$ cat src/rtl/iob_soc_opencryptolinux_mem_arbiter_if.sv
// IOb native bus bundle shared by the arbiter's requester and memory sides.
// The master modport belongs to whoever issues requests; slave answers them.
interface iob_soc_opencryptolinux_mem_arbiter_if #(
  parameter int ADDR_W = 32,
  parameter int DATA_W = 32
);
  logic                  avalid;
  logic [ADDR_W-1:0]     addr;
  logic [DATA_W-1:0]     wdata;
  logic [DATA_W/8-1:0]   wstrb;
  logic [DATA_W-1:0]     rdata;
  logic                  rvalid;
  logic                  ready;

  modport master (
    output avalid, addr, wdata, wstrb,
    input  rdata, rvalid, ready
  );

  modport slave (
    input  avalid, addr, wdata, wstrb,
    output rdata, rvalid, ready
  );
endinterface

$ cat src/rtl/iob_soc_opencryptolinux_mem_arbiter.sv
// Two-requester round-robin arbiter in front of a single IOb memory port.
// One transaction in flight; reads may complete in XFER or wait in WAIT_R.
module iob_soc_opencryptolinux_mem_arbiter #(
  parameter int ADDR_W = 32,
  parameter int DATA_W = 32
) (
  input  logic                                          clk_i,
  input  logic                                          rst_i,
  iob_soc_opencryptolinux_mem_arbiter_if.slave          m0_iob,
  iob_soc_opencryptolinux_mem_arbiter_if.slave          m1_iob,
  iob_soc_opencryptolinux_mem_arbiter_if.master         s_iob,
  output logic [1:0]                                    grant_o,
  output logic                                          busy_o
);

  typedef enum logic [1:0] {
    IDLE   = 2'd0,
    XFER   = 2'd1,
    WAIT_R = 2'd2
  } state_t;

  state_t            state_q, state_d;
  logic [1:0]        grant_q, grant_d;
  logic              ptr_q, ptr_d;   // index of the requester served last

  logic                own;
  logic                own_avalid;
  logic [ADDR_W-1:0]   own_addr;
  logic [DATA_W-1:0]   own_wdata;
  logic [DATA_W/8-1:0] own_wstrb;

  logic                rsp_ready;
  logic                rsp_rvalid;
  logic [DATA_W-1:0]   rsp_rdata;

  always_comb begin
    own        = grant_q[1];
    own_avalid = own ? m1_iob.avalid : m0_iob.avalid;
    own_addr   = own ? m1_iob.addr   : m0_iob.addr;
    own_wdata  = own ? m1_iob.wdata  : m0_iob.wdata;
    own_wstrb  = own ? m1_iob.wstrb  : m0_iob.wstrb;
  end

  always_comb begin
    state_d     = state_q;
    grant_d     = grant_q;
    ptr_d       = ptr_q;
    s_iob.avalid = 1'b0;
    s_iob.addr   = '0;
    s_iob.wdata  = '0;
    s_iob.wstrb  = '0;
    rsp_ready   = 1'b0;
    rsp_rvalid  = 1'b0;
    rsp_rdata   = '0;

    unique case (state_q)
      IDLE: begin
        if (m0_iob.avalid && m1_iob.avalid) begin
          grant_d = ptr_q ? 2'b01 : 2'b10;
          state_d = XFER;
        end else if (m0_iob.avalid) begin
          grant_d = 2'b01;
          state_d = XFER;
        end else if (m1_iob.avalid) begin
          grant_d = 2'b10;
          state_d = XFER;
        end
      end

      XFER: begin
        s_iob.avalid = own_avalid;
        s_iob.addr   = own_addr;
        s_iob.wdata  = own_wdata;
        s_iob.wstrb  = own_wstrb;
        rsp_ready    = s_iob.ready;
        // A dropped avalid abandons the request without crediting the owner.
        if (!own_avalid) begin
          state_d = IDLE;
          grant_d = '0;
        end else if (s_iob.ready) begin
          if (|own_wstrb) begin
            state_d = IDLE;
            grant_d = '0;
            ptr_d   = own;
          end else if (s_iob.rvalid) begin
            rsp_rvalid = 1'b1;
            rsp_rdata  = s_iob.rdata;
            state_d    = IDLE;
            grant_d    = '0;
            ptr_d      = own;
          end else begin
            state_d = WAIT_R;
          end
        end
      end

      WAIT_R: begin
        if (s_iob.rvalid) begin
          rsp_rvalid = 1'b1;
          rsp_rdata  = s_iob.rdata;
          state_d    = IDLE;
          grant_d    = '0;
          ptr_d      = own;
        end
      end

      default: begin
        state_d = IDLE;
        grant_d = '0;
      end
    endcase
  end

  always_ff @(posedge clk_i) begin
    if (rst_i) begin
      state_q <= IDLE;
      grant_q <= '0;
      ptr_q   <= 1'b1;
    end else begin
      state_q <= state_d;
      grant_q <= grant_d;
      ptr_q   <= ptr_d;
    end
  end

  // Response channels are only live in XFER/WAIT_R, where grant_q is one-hot.
  assign m0_iob.ready  = rsp_ready  & grant_q[0];
  assign m0_iob.rvalid = rsp_rvalid & grant_q[0];
  assign m0_iob.rdata  = grant_q[0] ? rsp_rdata : '0;
  assign m1_iob.ready  = rsp_ready  & grant_q[1];
  assign m1_iob.rvalid = rsp_rvalid & grant_q[1];
  assign m1_iob.rdata  = grant_q[1] ? rsp_rdata : '0;

  assign grant_o = grant_q;
  assign busy_o  = (state_q != IDLE);

endmodule

$ cat src/flat_wrapper.sv
// flat-port wrapper written by rule: the top's interface ports become plain ports
module iob_soc_opencryptolinux_mem_arbiter_flat 
#(
  parameter int ADDR_W = 32,
  parameter int DATA_W = 32
)
  (clk_i, rst_i, grant_o, busy_o, m0_iob_avalid, m0_iob_addr, m0_iob_wdata, m0_iob_wstrb, m0_iob_rdata, m0_iob_rvalid, m0_iob_ready, m1_iob_avalid, m1_iob_addr, m1_iob_wdata, m1_iob_wstrb, m1_iob_rdata, m1_iob_rvalid, m1_iob_ready, s_iob_avalid, s_iob_addr, s_iob_wdata, s_iob_wstrb, s_iob_rdata, s_iob_rvalid, s_iob_ready);
  iob_soc_opencryptolinux_mem_arbiter_if #(.ADDR_W(ADDR_W), .DATA_W(DATA_W)) m0_iob_i ();
  iob_soc_opencryptolinux_mem_arbiter_if #(.ADDR_W(ADDR_W), .DATA_W(DATA_W)) m1_iob_i ();
  iob_soc_opencryptolinux_mem_arbiter_if #(.ADDR_W(ADDR_W), .DATA_W(DATA_W)) s_iob_i ();
  input  logic clk_i;
  input  logic rst_i;
  output logic [1:0] grant_o;
  output logic busy_o;
  input wire logic [$bits(m0_iob_i.avalid)-1:0] m0_iob_avalid;
  input wire logic [$bits(m0_iob_i.addr)-1:0] m0_iob_addr;
  input wire logic [$bits(m0_iob_i.wdata)-1:0] m0_iob_wdata;
  input wire logic [$bits(m0_iob_i.wstrb)-1:0] m0_iob_wstrb;
  output wire logic [$bits(m0_iob_i.rdata)-1:0] m0_iob_rdata;
  output wire logic [$bits(m0_iob_i.rvalid)-1:0] m0_iob_rvalid;
  output wire logic [$bits(m0_iob_i.ready)-1:0] m0_iob_ready;
  input wire logic [$bits(m1_iob_i.avalid)-1:0] m1_iob_avalid;
  input wire logic [$bits(m1_iob_i.addr)-1:0] m1_iob_addr;
  input wire logic [$bits(m1_iob_i.wdata)-1:0] m1_iob_wdata;
  input wire logic [$bits(m1_iob_i.wstrb)-1:0] m1_iob_wstrb;
  output wire logic [$bits(m1_iob_i.rdata)-1:0] m1_iob_rdata;
  output wire logic [$bits(m1_iob_i.rvalid)-1:0] m1_iob_rvalid;
  output wire logic [$bits(m1_iob_i.ready)-1:0] m1_iob_ready;
  output wire logic [$bits(s_iob_i.avalid)-1:0] s_iob_avalid;
  output wire logic [$bits(s_iob_i.addr)-1:0] s_iob_addr;
  output wire logic [$bits(s_iob_i.wdata)-1:0] s_iob_wdata;
  output wire logic [$bits(s_iob_i.wstrb)-1:0] s_iob_wstrb;
  input wire logic [$bits(s_iob_i.rdata)-1:0] s_iob_rdata;
  input wire logic [$bits(s_iob_i.rvalid)-1:0] s_iob_rvalid;
  input wire logic [$bits(s_iob_i.ready)-1:0] s_iob_ready;
  assign m0_iob_i.avalid = m0_iob_avalid;
  assign m0_iob_i.addr = m0_iob_addr;
  assign m0_iob_i.wdata = m0_iob_wdata;
  assign m0_iob_i.wstrb = m0_iob_wstrb;
  assign m0_iob_rdata = m0_iob_i.rdata;
  assign m0_iob_rvalid = m0_iob_i.rvalid;
  assign m0_iob_ready = m0_iob_i.ready;
  assign m1_iob_i.avalid = m1_iob_avalid;
  assign m1_iob_i.addr = m1_iob_addr;
  assign m1_iob_i.wdata = m1_iob_wdata;
  assign m1_iob_i.wstrb = m1_iob_wstrb;
  assign m1_iob_rdata = m1_iob_i.rdata;
  assign m1_iob_rvalid = m1_iob_i.rvalid;
  assign m1_iob_ready = m1_iob_i.ready;
  assign s_iob_avalid = s_iob_i.avalid;
  assign s_iob_addr = s_iob_i.addr;
  assign s_iob_wdata = s_iob_i.wdata;
  assign s_iob_wstrb = s_iob_i.wstrb;
  assign s_iob_i.rdata = s_iob_rdata;
  assign s_iob_i.rvalid = s_iob_rvalid;
  assign s_iob_i.ready = s_iob_ready;
  iob_soc_opencryptolinux_mem_arbiter #(.ADDR_W(ADDR_W), .DATA_W(DATA_W)) u_core (.clk_i(clk_i), .rst_i(rst_i), .m0_iob(m0_iob_i), .m1_iob(m1_iob_i), .s_iob(s_iob_i), .grant_o(grant_o), .busy_o(busy_o));
endmodule
$ cat config.mk
export PLATFORM = sky130hd
export DESIGN_NAME = iob_soc_opencryptolinux_mem_arbiter_flat
export DESIGN_NICKNAME = d
export VERILOG_FILES = /design/src/rtl/iob_soc_opencryptolinux_mem_arbiter_if.sv /design/src/rtl/iob_soc_opencryptolinux_mem_arbiter.sv /design/src/flat_wrapper.sv
export SDC_FILE = /design/constraint.sdc
export NUM_CORES = 1
export LEC_CHECK = 0
export ABC_AREA = 1
export BUFFER_PORTS_ARGS = -buffer_cell sky130_fd_sc_hd__buf_2
export CAP_MARGIN = 30
export CORE_AREA = 2 2 121 123
export DETAILED_ROUTE_END_ITERATION = 10
export DIE_AREA = 0 0 123 125
export HOLD_SLACK_MARGIN = 0.08
export PLACE_DENSITY = 0.58
export REMOVE_ABC_BUFFERS = 1
export SLEW_MARGIN = 20
export SYNTH_ARGS = -nofsm -noshare
export SYNTH_HDL_FRONTEND = slang
export SYNTH_SLANG_ARGS = --single-unit
$ cat constraint.sdc
create_clock -name clk_i -period 1.25 [get_ports clk_i]
set_input_delay 0.0625 -clock clk_i [delete_from_list [all_inputs] [get_ports clk_i]]
set_output_delay 0.0625 -clock clk_i [all_outputs]
set_load 0.02 [all_outputs]
==> out/qor.yml, run 1 <==
violations: "setup timing"
crit_type: "flop to primary output"
yosys.area_share.simple: 0.532
gp_congestion: 0.836
rows: 44
r2r-start: "u_core.grant_o[1]$_SDFFE_PP0P_"
slew_violations: 0
ff2ff_setup_slack_ns: -0.47
p_sw_mw: 1.82
preCtsSetupSlack_ns: -0.390
postLayoutSetupSlackWorst_ns: -0.584
power.share.sequential: 0.068
viasPerCell: 3.97
synth.area.mux_share: 0
synth_fa_ha_area_frac: 0.0266
tns_ns: -54.69
synth_compound_area_frac: 0.209
synth_top_area_cell: "nor2_1"
combPwrFrac: 0.780
cap_violations: 0
finClkSkew_ns: 0.00154
crit_start: "u_core.grant_o[1]$_SDFFE_PP0P_"
cp-end-kind: "primary output"
syn_to_final_growth_pct: 144
vias: 3681
grt_max_degree: 43
r2r_end: "u_core.grant_o[1]$_SDFFE_PP0P_"
clk_pin_slew_ns: 0.03
crit_path_end: "m0_iob_rdata[6]"
synth_warnings: 0
startpoint_type: "flop"
placed_area_mm2: 0.00379
io_pins: 314
cts_tree: "done"
synth-edff-count: 0
whs_ns: 0.254
finalNetCount: 922
r2r_cells: 13
grt_pass1_wl_um: 15300
postSynthCellCount: 408
first_pass_iters: 4
rsz0062_at_grt: "yes"
port_buffers: 313
grt_pass1_vias: 3163
synth_top_family_by_area: "simple AND/OR/NAND/NOR gates"
p_total_mw: 3.50
cts_buffers: 3
ir_worst_vdd_mv: 0.434
tightest_slew_ns: 0.328
start_util: 0.133
wirelength_um: 11400
clock_latency_ns: 0.23
critPathMaxFanout: 13
period_share: 1.47
required_ns: 1.19
core_mm2: 0.0142
synth.top_cell.area_share: 0.399
final_layout_size_suffix_gt1_frac: 0.568
hold_class: "input pin to flop"
post-synth-top-count-cell: "nor2_1"
synth.area.top_cells: "nor2_1 (40%), o21ai_0 (18%), inv_1 (9.0%)"
synthTopCellsByCount: "nor2_1 (200), o21ai_0 (68), inv_1 (45), nand2_1 (32), clkbuf_1 (19)"
drtIter0Drc: 134
die_h_um: 125
drc_errors: 0
async_flop_share: 0
ys.flop_type: "dfxtp_1"
p_clk_frac: 0.152
fin_area_mm2: 0.00460
status: "finished with violations"
power.share.switching: 0.521
clock_path_buffers: 2
netlist_area_mm2: 0.00188
period_needed_ns: 1.83
synth_xor_area_frac: 0
h-tree-depth: 1
cts_root_buffer: "clkbuf_16"
synth_seq_cells: 5
wire_per_inst_um: 12.3
synthDistinctLibCells: 21
die_x_um: 123
dp_hpwl_um: 8650
p_int_mw: 1.68
insertedDiodeCount: 0
die-area_mm2: 0.0154
antenna_found_initial: 0
fmax_mhz: 545
setup_viol: 143
grt_use_total: 0.123
p_per_area_mw_per_mm2: 762
static-leakage-power_nw: 2.79
hold_violations: 0
slew_headroom: 0.779
ys_seq_area_frac: 0.0532
grt_overflow: 0
avgSynthCellArea_um2: 4.62
clock-sinks: 5
cp.arrival_ns: 1.77
drtAntennaViolNets: 0
layout by cell type, fill, tap and decap left out:
master         count
a21oi_2            2
clkbuf_16          6
dfxtp_4            2
nor3_1             2
nor2_4            24
nand2_2            6
nand3_1            1
inv_8              1
a21oi_1            7
or2_2              1
dfxtp_1            3
buf_2            244
inv_1             42
nor2_1           168
ha_4               1
o21ai_0           66
clkbuf_1           1
buf_4             77
buf_6             29
nand2_1           25
o21ai_4            1
dlygate4sd3_1      1
inv_2              3
buf_8              1
nand2_4            6
o21ai_1            2
nor2_2            12
nand4_4            2
clkbuf_4           1
buf_12             3
ha_1               3
stage by stage:
step | instances | util
3_5_place_dp | 909 | 0.267
2_1_floorplan | 380 | -
6_report | 927 | 0.324
3_3_place_gp | 909 | 0.267
4_1_cts | 922 | 0.293
5_1_grt | 927 | 0.324
timing repair:
item,in CTS,in global routing
hold buffers,1,0
hold endpoints to repair,2,0
setup endpoints to repair,144,144
gates resized for setup,86,96
buffers inserted,8,1
cloned,0,4
pin swaps,1,0
metal layers:
metal / up-vias / track usage / share of wire
met3: 6 / 0.0228 / 0.081
met5: - / 0 / 0
met2: 148 / 0.230 / 0.52
met1: 1605 / 0.142 / 0.39
met4: 0 / 0.0261 / 0.0087
li1: 1922 / - / -
power groups by stage:
stage	combinational (mW)	clock [mW]	sequential (mW)
5_1_grt	3.02	0.561	0.247
4_1_cts	2.64	0.539	0.233
2_1_floorplan	1.32	0	0.280
3_5_place_dp	2.53	0	0.234
3_3_place_gp	2.53	0	0.231
6_report	2.73	0.534	0.239
cells by family (layout without fill, tap and decap cells):
family,after synthesis,in the layout
flip-flops,5,5
adder cells (fa/ha/maj),4,4
buffers and inverters,74,409
AO/OA/AOI/OAI,78,78
AND/OR/NAND/NOR,247,247
worst max-delay path: stages (launching register included):
cell	delay, ns
dfxtp_4	0.42
inv_8	0.07
nand2_2	0.07
nand2_2	0.07
nor2_4	0.10
nand2_2	0.08
nand2_4	0.09
nand4_4	0.15
buf_12	0.20
nor2_1	0.12
buf_4	0.17
cell type report:
type | count | area [um2]
multi-input combinational | 329 | 1710
fill | 1592 | 9600
timing repair buffer | 359 | 2290
inverter | 46 | 180
sequential | 5 | 108
tap | 184 | 230
clock buffer | 4 | 78.8
flip-flops by register name, indices dropped and copies added, names as in the netlist:
| register | count |
|---|---|
| u_core.grant_o | 2 |
| u_core.ptr_q | 1 |
| u_core.state_q | 2 |
worst min-delay path by stage:
stage          cells after the start                              to         start  slack (ns)
3_3_place_gp                       2  u_core.grant_o[1]$_SDFFE_PP0P_         rst_i        0.31
3_5_place_dp                       2  u_core.grant_o[1]$_SDFFE_PP0P_         rst_i        0.30
5_1_grt                            6  u_core.grant_o[1]$_SDFFE_PP0P_  s_iob_rvalid        0.32
2_1_floorplan                      1  u_core.grant_o[0]$_SDFFE_PP0P_         rst_i        0.13
6_report                           6  u_core.grant_o[1]$_SDFFE_PP0P_  s_iob_rvalid        0.25
4_1_cts                            6  u_core.grant_o[1]$_SDFFE_PP0P_  s_iob_rvalid        0.26
Note: power is estimated with default switching activity, not from simulation.
==> inputs of run 2 (changes only) <==
Settings changed: CELL_PAD_IN_SITES_DETAIL_PLACEMENT set to 1, CELL_PAD_IN_SITES_GLOBAL_PLACEMENT set to 1, CORE_AREA 2 2 121 123 to not set, CORE_UTILIZATION set to 13, DIE_AREA 0 0 123 125 to not set, PLACE_DENSITY 0.58 to 0.89, REMOVE_ABC_BUFFERS 1 to not set.
==> run 2 against run 1 <==
Compared with the run above: the run still ends with setup timing left; critical path depth is 5 higher; worst setup slack lost 0.097 ns; maximum frequency is 5.0% lower; global-route usage up 7.7 points; die area down 2.6%; sequential cell count did not move; sequential power about the same; combinational power increased by 59%; largest power group unchanged; clock power grew 2%; utilization increased by 11 points; register-to-register slack worse by 0.21 ns.
==> out/qor.yml, run 2 (synthesis results as in run 1) <==
status: "finished with violations"
violations: "setup timing"
p_per_area_mw_per_mm2: 838  # +10%
grt_max_degree: 46  # +7.0%
antenna_found_initial: 0  # unchanged
fillers: 1738  # +9.2%
gp_congestion: 0.789  # -5.6%
synth_nets: 586
cap_violations: 0  # unchanged
crit_type: "flop to flop"
grt_pass1_wl_um: 22900  # +50%
insertedDiodeCount: 0  # unchanged
drtIter0Drc: 134  # unchanged
placed_area_mm2: 0.00451  # +19%
stdcell_count: 949  # +2.4%
r2r-start: "u_core.grant_o[1]$_SDFFE_PP0P_"
final_util: 0.438  # +0.114
final_layout_size_suffix_gt1_frac: 0.770  # +0.202
clk_pin_slew_ns: 0.04  # about the same
final_common_cell: "buf_2"
cp_num_cells: 15  # +5
grt_overflow: 0  # unchanged
preCtsSetupSlack_ns: -0.410  # -0.0200 ns
drtAntennaViolNets: 0  # unchanged
viasPerCell: 4.38  # +10%
fmax_mhz: 518  # -5.0%
grt_use_total: 0.199  # +0.0766
cp_common_cell: "buf_4"
vias: 4156  # +13%
ff2ff_setup_slack_ns: -0.68  # -0.21 ns
cts_buffers: 3  # unchanged
die_x_um: 122  # -0.52%
ir_worst_vdd_mv: 0.399  # -8.0%
wirelength_um: 16800  # +47%
whs_ns: 0.306  # +0.0514 ns
clock_path_buffers: 2  # unchanged
hold_path_end: "u_core.grant_o[0]$_SDFFE_PP0P_"
worst-path-buf-inv: 6  # +3
wire_per_inst_um: 17.7  # +44%
core_mm2: 0.0140  # -1.5%
finalNetCount: 948  # +2.8%
crit_family: "simple AND/OR/NAND/NOR gates"
io_pins: 314  # unchanged
hold_class: "input pin to flop"
grt_pass1_vias: 4297  # +36%
port_buffers: 313  # unchanged
cp_cell_sequence: "inv_8 > nand2_4 > nand2_2 > nor2_2 > buf_4 > buf_4 > buf_4 > buf_4 > buf_4 > nand3_1 > nand2_1 > nand2_1 > nand2_1 > nand2_1 > a21oi_2"
required_ns: 1.40  # +0.21 ns
first_pass_iters: 4  # unchanged
drc_errors: 0  # unchanged
hp-start: "s_iob_rvalid"
start_util: 0.135  # +0.00204
dp_hpwl_um: 11500  # +33%
startpoint_type: "flop"
tightest_slew_ns: 0.630  # +0.302 ns
clock_latency_ns: 0.23  # about the same
die-area_mm2: 0.0150  # -2.6%
period_needed_ns: 1.93  # +0.0974 ns
r2r_end: "u_core.grant_o[1]$_SDFFE_PP0P_"
clock-sinks: 5  # unchanged
slowest_delay_ns: 0.41  # about the same
period_share: 1.54  # +0.0779
layout_common_cells: "buf_2 (196), buf_6 (121), nor2_1 (78)"
rows: 43  # -2.3%
postLayoutSetupSlackWorst_ns: -0.681  # -0.0974 ns
tns_ns: -76.18  # -21.48 ns
finClkSkew_ns: 0.00382  # +0.00228 ns
syn_to_final_growth_pct: 225
hold_violations: 0  # unchanged
crit_path_top_delay_cell: "dfxtp_4"
cp.arrival_ns: 2.08  # +0.31 ns
fin_area_mm2: 0.00612  # +33%
slew_violations: 0  # unchanged
whs_path_depth: 6  # unchanged
post-place-cells: 916  # +0.77%
cp-end-kind: "flop"
cts_tree: "done"
die_h_um: 122  # -2.1%
r2r_cells: 15  # +2
p_total_mw: 5.13  # +46%
h-tree-depth: 1  # unchanged
setup_viol: 142  # -0.70%
cts_root_buffer: "clkbuf_16"
rsz0062_at_grt: "yes"
static-leakage-power_nw: 3.06  # +9.6%
critPathMaxFanout: 8  # -5
slew_headroom: 0.580  # -0.199
run 2: changes by cell type in the layout (fill, tap and decap cells not counted), moves of 8 or more:
cell     delta
nor2_4     +40
nor2_2     +50
buf_4      -33
o21ai_0    -49
buf_12      +8
buf_2      -48
nor2_1     -90
buf_8       +8
o21ai_1     +9
buf_6      +92
o21ai_2    +33
run 2: worst register-to-register path, delay by kind of cell (launching register included):
family / cells / cell delay, ns
buf+inv: 6 / 0.58
flops: 1 / 0.41
simple gates: 8 / 0.70
compound gates: 1 / 0.17
run 2: per-layer routing:
metal | wire [um] | GRT usage | vias up
met5 | 0 | 0 | -
li1 | - | - | 1976
met2 | 9620 | 0.407 | 176
met3 | 876 | 0.0279 | 50
met1 | 5780 | 0.206 | 1954
met4 | 522 | 0.0526 | 0
run 2: timing repair:
action | in CTS | in global routing
hold buffers | 1 | 0
endpoints found under the hold margin | 2 | 0
gates cloned | 3 | 3
pin swaps | 35 | 19
buffers inserted | 17 | 8
gates resized for setup | 327 | 80
endpoints found under the setup margin | 143 | 144
run 2: cell type report:
type                       instances  area (um2)  area share
clock buffer                       4        78.8      0.0129
sequential                         5         109      0.0178
inverter                          46         189      0.0308
tap                              180         225      0.0368
timing repair buffer             385        3120       0.509
multi-input combinational        329        2410       0.393
run 2: worst max path at each step:
stage                                   startpoint                             end  slack, ns
floorplan           u_core.state_q[1]$_SDFFE_PP0P_                m0_iob_rdata[10]      -0.32
global placement    u_core.state_q[0]$_SDFFE_PP0P_                m0_iob_rdata[10]      -0.36
detailed placement  u_core.state_q[0]$_SDFFE_PP0P_                   m1_iob_rvalid      -0.41
CTS                 u_core.grant_o[1]$_SDFFE_PP0P_                m1_iob_rdata[15]      -0.59
global route        u_core.grant_o[1]$_SDFFE_PP0P_  u_core.grant_o[1]$_SDFFE_PP0P_      -0.79
finish              u_core.grant_o[1]$_SDFFE_PP0P_  u_core.grant_o[1]$_SDFFE_PP0P_      -0.68
run 2: power by group:
part / leakage [nW] / switching, mW / total, mW / internal [mW]
registers: 0.0428 / 0.0432 / 0.236 / 0.193
logic: 2.98 / 2.38 / 4.35 / 1.98
clock network: 0.0382 / 0.119 / 0.543 / 0.424
total: 3.06 / 2.54 / 5.13 / 2.59
==> inputs of run 3 (changes only) <==
Settings changed: BUFFER_PORTS_ARGS -buffer_cell sky130_fd_sc_hd__buf_2 to not set, CAP_MARGIN 30 to not set, CORE_AREA set to 2 2 123 125, CORE_UTILIZATION 13 to not set, DIE_AREA set to 0 0 125 127, DONT_BUFFER_PORTS set to 1, PLACE_DENSITY 0.89 to 0.51.
==> run 3 against run 2 <==
Compared with the run above: the run still ends with setup timing left; utilization down 8.0 points; worst setup slack worse by 0.062 ns; worst hold slack worse by 0.20 ns; via count down 20%; final area down 16%; power down 8.1%; highest routed layer unchanged; critical path type is now flop to primary output; global-route usage down 4.8 points.
==> out/qor.yml, run 3 (synthesis results as in run 1) <==
syn_to_final_growth_pct: 174
fillers: 1687  # -2.9%
fmax_mhz: 502  # -3.1%
placed_area_mm2: 0.00363  # -20%
post-place-cells: 686  # -25%
cp_cell_sequence: "buf_12 > nand2_8 > nand2_4 > nor2_4 > nand2_2 > nand2_4 > nand4_4 > buf_6 > buf_12 > nor2_4 > buf_6"
h-tree-depth: 1  # unchanged
p_total_mw: 4.72  # -8.1%
p_per_area_mw_per_mm2: 914  # +9.1%
layout_common_cells: "buf_6 (84), nor2_4 (81), nor2_1 (76)"
crit_path_top_delay_cell: "dfxtp_4"
cts_buffers: 3  # unchanged
antenna_found_initial: 0  # unchanged
postLayoutSetupSlackWorst_ns: -0.743  # -0.0622 ns
wirelength_um: 14100  # -16%
cap_violations: 0  # unchanged
ff2ff_setup_slack_ns: -0.46  # +0.22 ns
status: "finished with violations"
violations: "setup timing"
grt_max_degree: 65  # +41%
grt_pass1_wl_um: 19200  # -16%
period_share: 1.59  # +0.0497
critPathMaxFanout: 8  # unchanged
slew_headroom: 0.656  # +0.0761
clock_path_buffers: 2  # unchanged
grt_use_total: 0.151  # -0.0478
clock_latency_ns: 0.24  # about the same
grt_overflow: 0  # unchanged
startpoint_type: "flop"
final_util: 0.358  # -0.0801
finClkSkew_ns: 0.00274  # -0.00108 ns
final_layout_size_suffix_gt1_frac: 0.647  # -0.123
hold_violations: 0  # unchanged
die_h_um: 127  # +3.8%
seqCellArea_um2: 106  # -2.3%
slew_violations: 0  # unchanged
crit_type: "flop to primary output"
multi_input_area_mm2: 0.00250  # +3.7%
insertedDiodeCount: 0  # unchanged
slowest_delay_ns: 0.38  # -0.03 ns
viasPerCell: 4.52  # +3.1%
hold_class: "input pin to flop"
finalNetCount: 728  # -23%
drtAntennaViolNets: 0  # unchanged
vias: 3311  # -20%
clk_pin_slew_ns: 0.04  # about the same
rows: 44  # +2.3%
clock-sinks: 5  # unchanged
rsz0062_at_grt: "yes"
dp_hpwl_um: 9460  # -18%
final_common_cell: "buf_6"
stdcell_count: 733  # -23%
drtIter0Drc: 72  # -46%
whs_ns: 0.105  # -0.201 ns
die_x_um: 125  # +2.2%
setup_viol: 141  # -0.70%
required_ns: 1.19  # -0.21 ns
first_pass_iters: 4  # unchanged
port_buffers: 0  # -100%
ir_worst_vdd_mv: 0.393  # -1.5%
period_needed_ns: 1.99  # +0.0622 ns
gp_congestion: 0.799  # +1.3%
grt_pass1_vias: 3436  # -20%
static-leakage-power_nw: 2.20  # -28%
cp.arrival_ns: 1.93  # -0.15 ns
fin_area_mm2: 0.00516  # -16%
io_pins: 314  # unchanged
cts_tree: "done"
start_util: 0.131  # -0.00406
drc_errors: 0  # unchanged
tightest_slew_ns: 0.516  # -0.114 ns
wire_per_inst_um: 19.2  # +8.6%
cp-end-kind: "primary output"
core_mm2: 0.0144  # +3.1%
synth_nets: 586  # unchanged
preCtsSetupSlack_ns: -0.608  # -0.198 ns
die-area_mm2: 0.0159  # +6.0%
tns_ns: -87.26  # -11.09 ns
cts_root_buffer: "clkbuf_16"
run 3: cell types whose count changed in the layout (fill, tap and decap cells not counted), sizes merged:
cell    change
buf       -227
clkbuf      +5
clkinv      +2
bufbuf      +1
inv         -1
run 3: per-layer routing:
| layer | track usage | up-vias | share of wire |
|---|---|---|---|
| met2 | 0.294 | 213 | 0.55 |
| met3 | 0.0285 | 13 | 0.070 |
| met1 | 0.168 | 1553 | 0.36 |
| met4 | 0.0392 | 0 | 0.021 |
| li1 | - | 1532 | - |
| met5 | 0 | - | 0 |
run 3: power breakdown:
part | leakage, nW | internal (mW) | switching, mW
combinational | 2.11 | 1.66 | 2.26
sequential | 0.0425 | 0.193 | 0.0444
clock | 0.0382 | 0.426 | 0.135
run 3: path summary, 6_finish.rpt:
kind,start,end,cells past startpoint
hold / removal,s_iob_rvalid,u_core.grant_o[1]$_SDFFE_PP0P_,5
setup / recovery,u_core.grant_o[1]$_SDFFE_PP0P_,m0_iob_rdata[24],11
hold reg to reg,u_core.ptr_q$_SDFFE_PP1P_,u_core.ptr_q$_SDFFE_PP1P_,2
setup reg to reg,u_core.state_q[1]$_SDFFE_PP0P_,u_core.ptr_q$_SDFFE_PP1P_,13
run 3: worst max-delay path, delay by kind of cell, from the launching register on:
kind,cells,cell delay [ns]
simple gates,7,0.69
buf+inv,4,0.60
flops,1,0.38
run 3: timing repair:
| item | 4_1_cts | 5_1_grt |
|---|---|---|
| buffers inserted | 14 | 18 |
| endpoints found under the hold margin | 5 | 0 |
| hold buffers | 1 | 0 |
| gates cloned | 7 | 6 |
| pin swaps | 12 | 39 |
| gates resized for setup | 112 | 138 |
| setup endpoints to repair | 142 | 142 |
run 3: area by class of cell:
type	instances	share of cell area
clock buffer	4	0.0153
inverter	46	0.0400
multi-input combinational	329	0.484
sequential	5	0.0206
tap	184	0.0446
timing repair buffer	164	0.394
timing repair inverter	1	0.00170
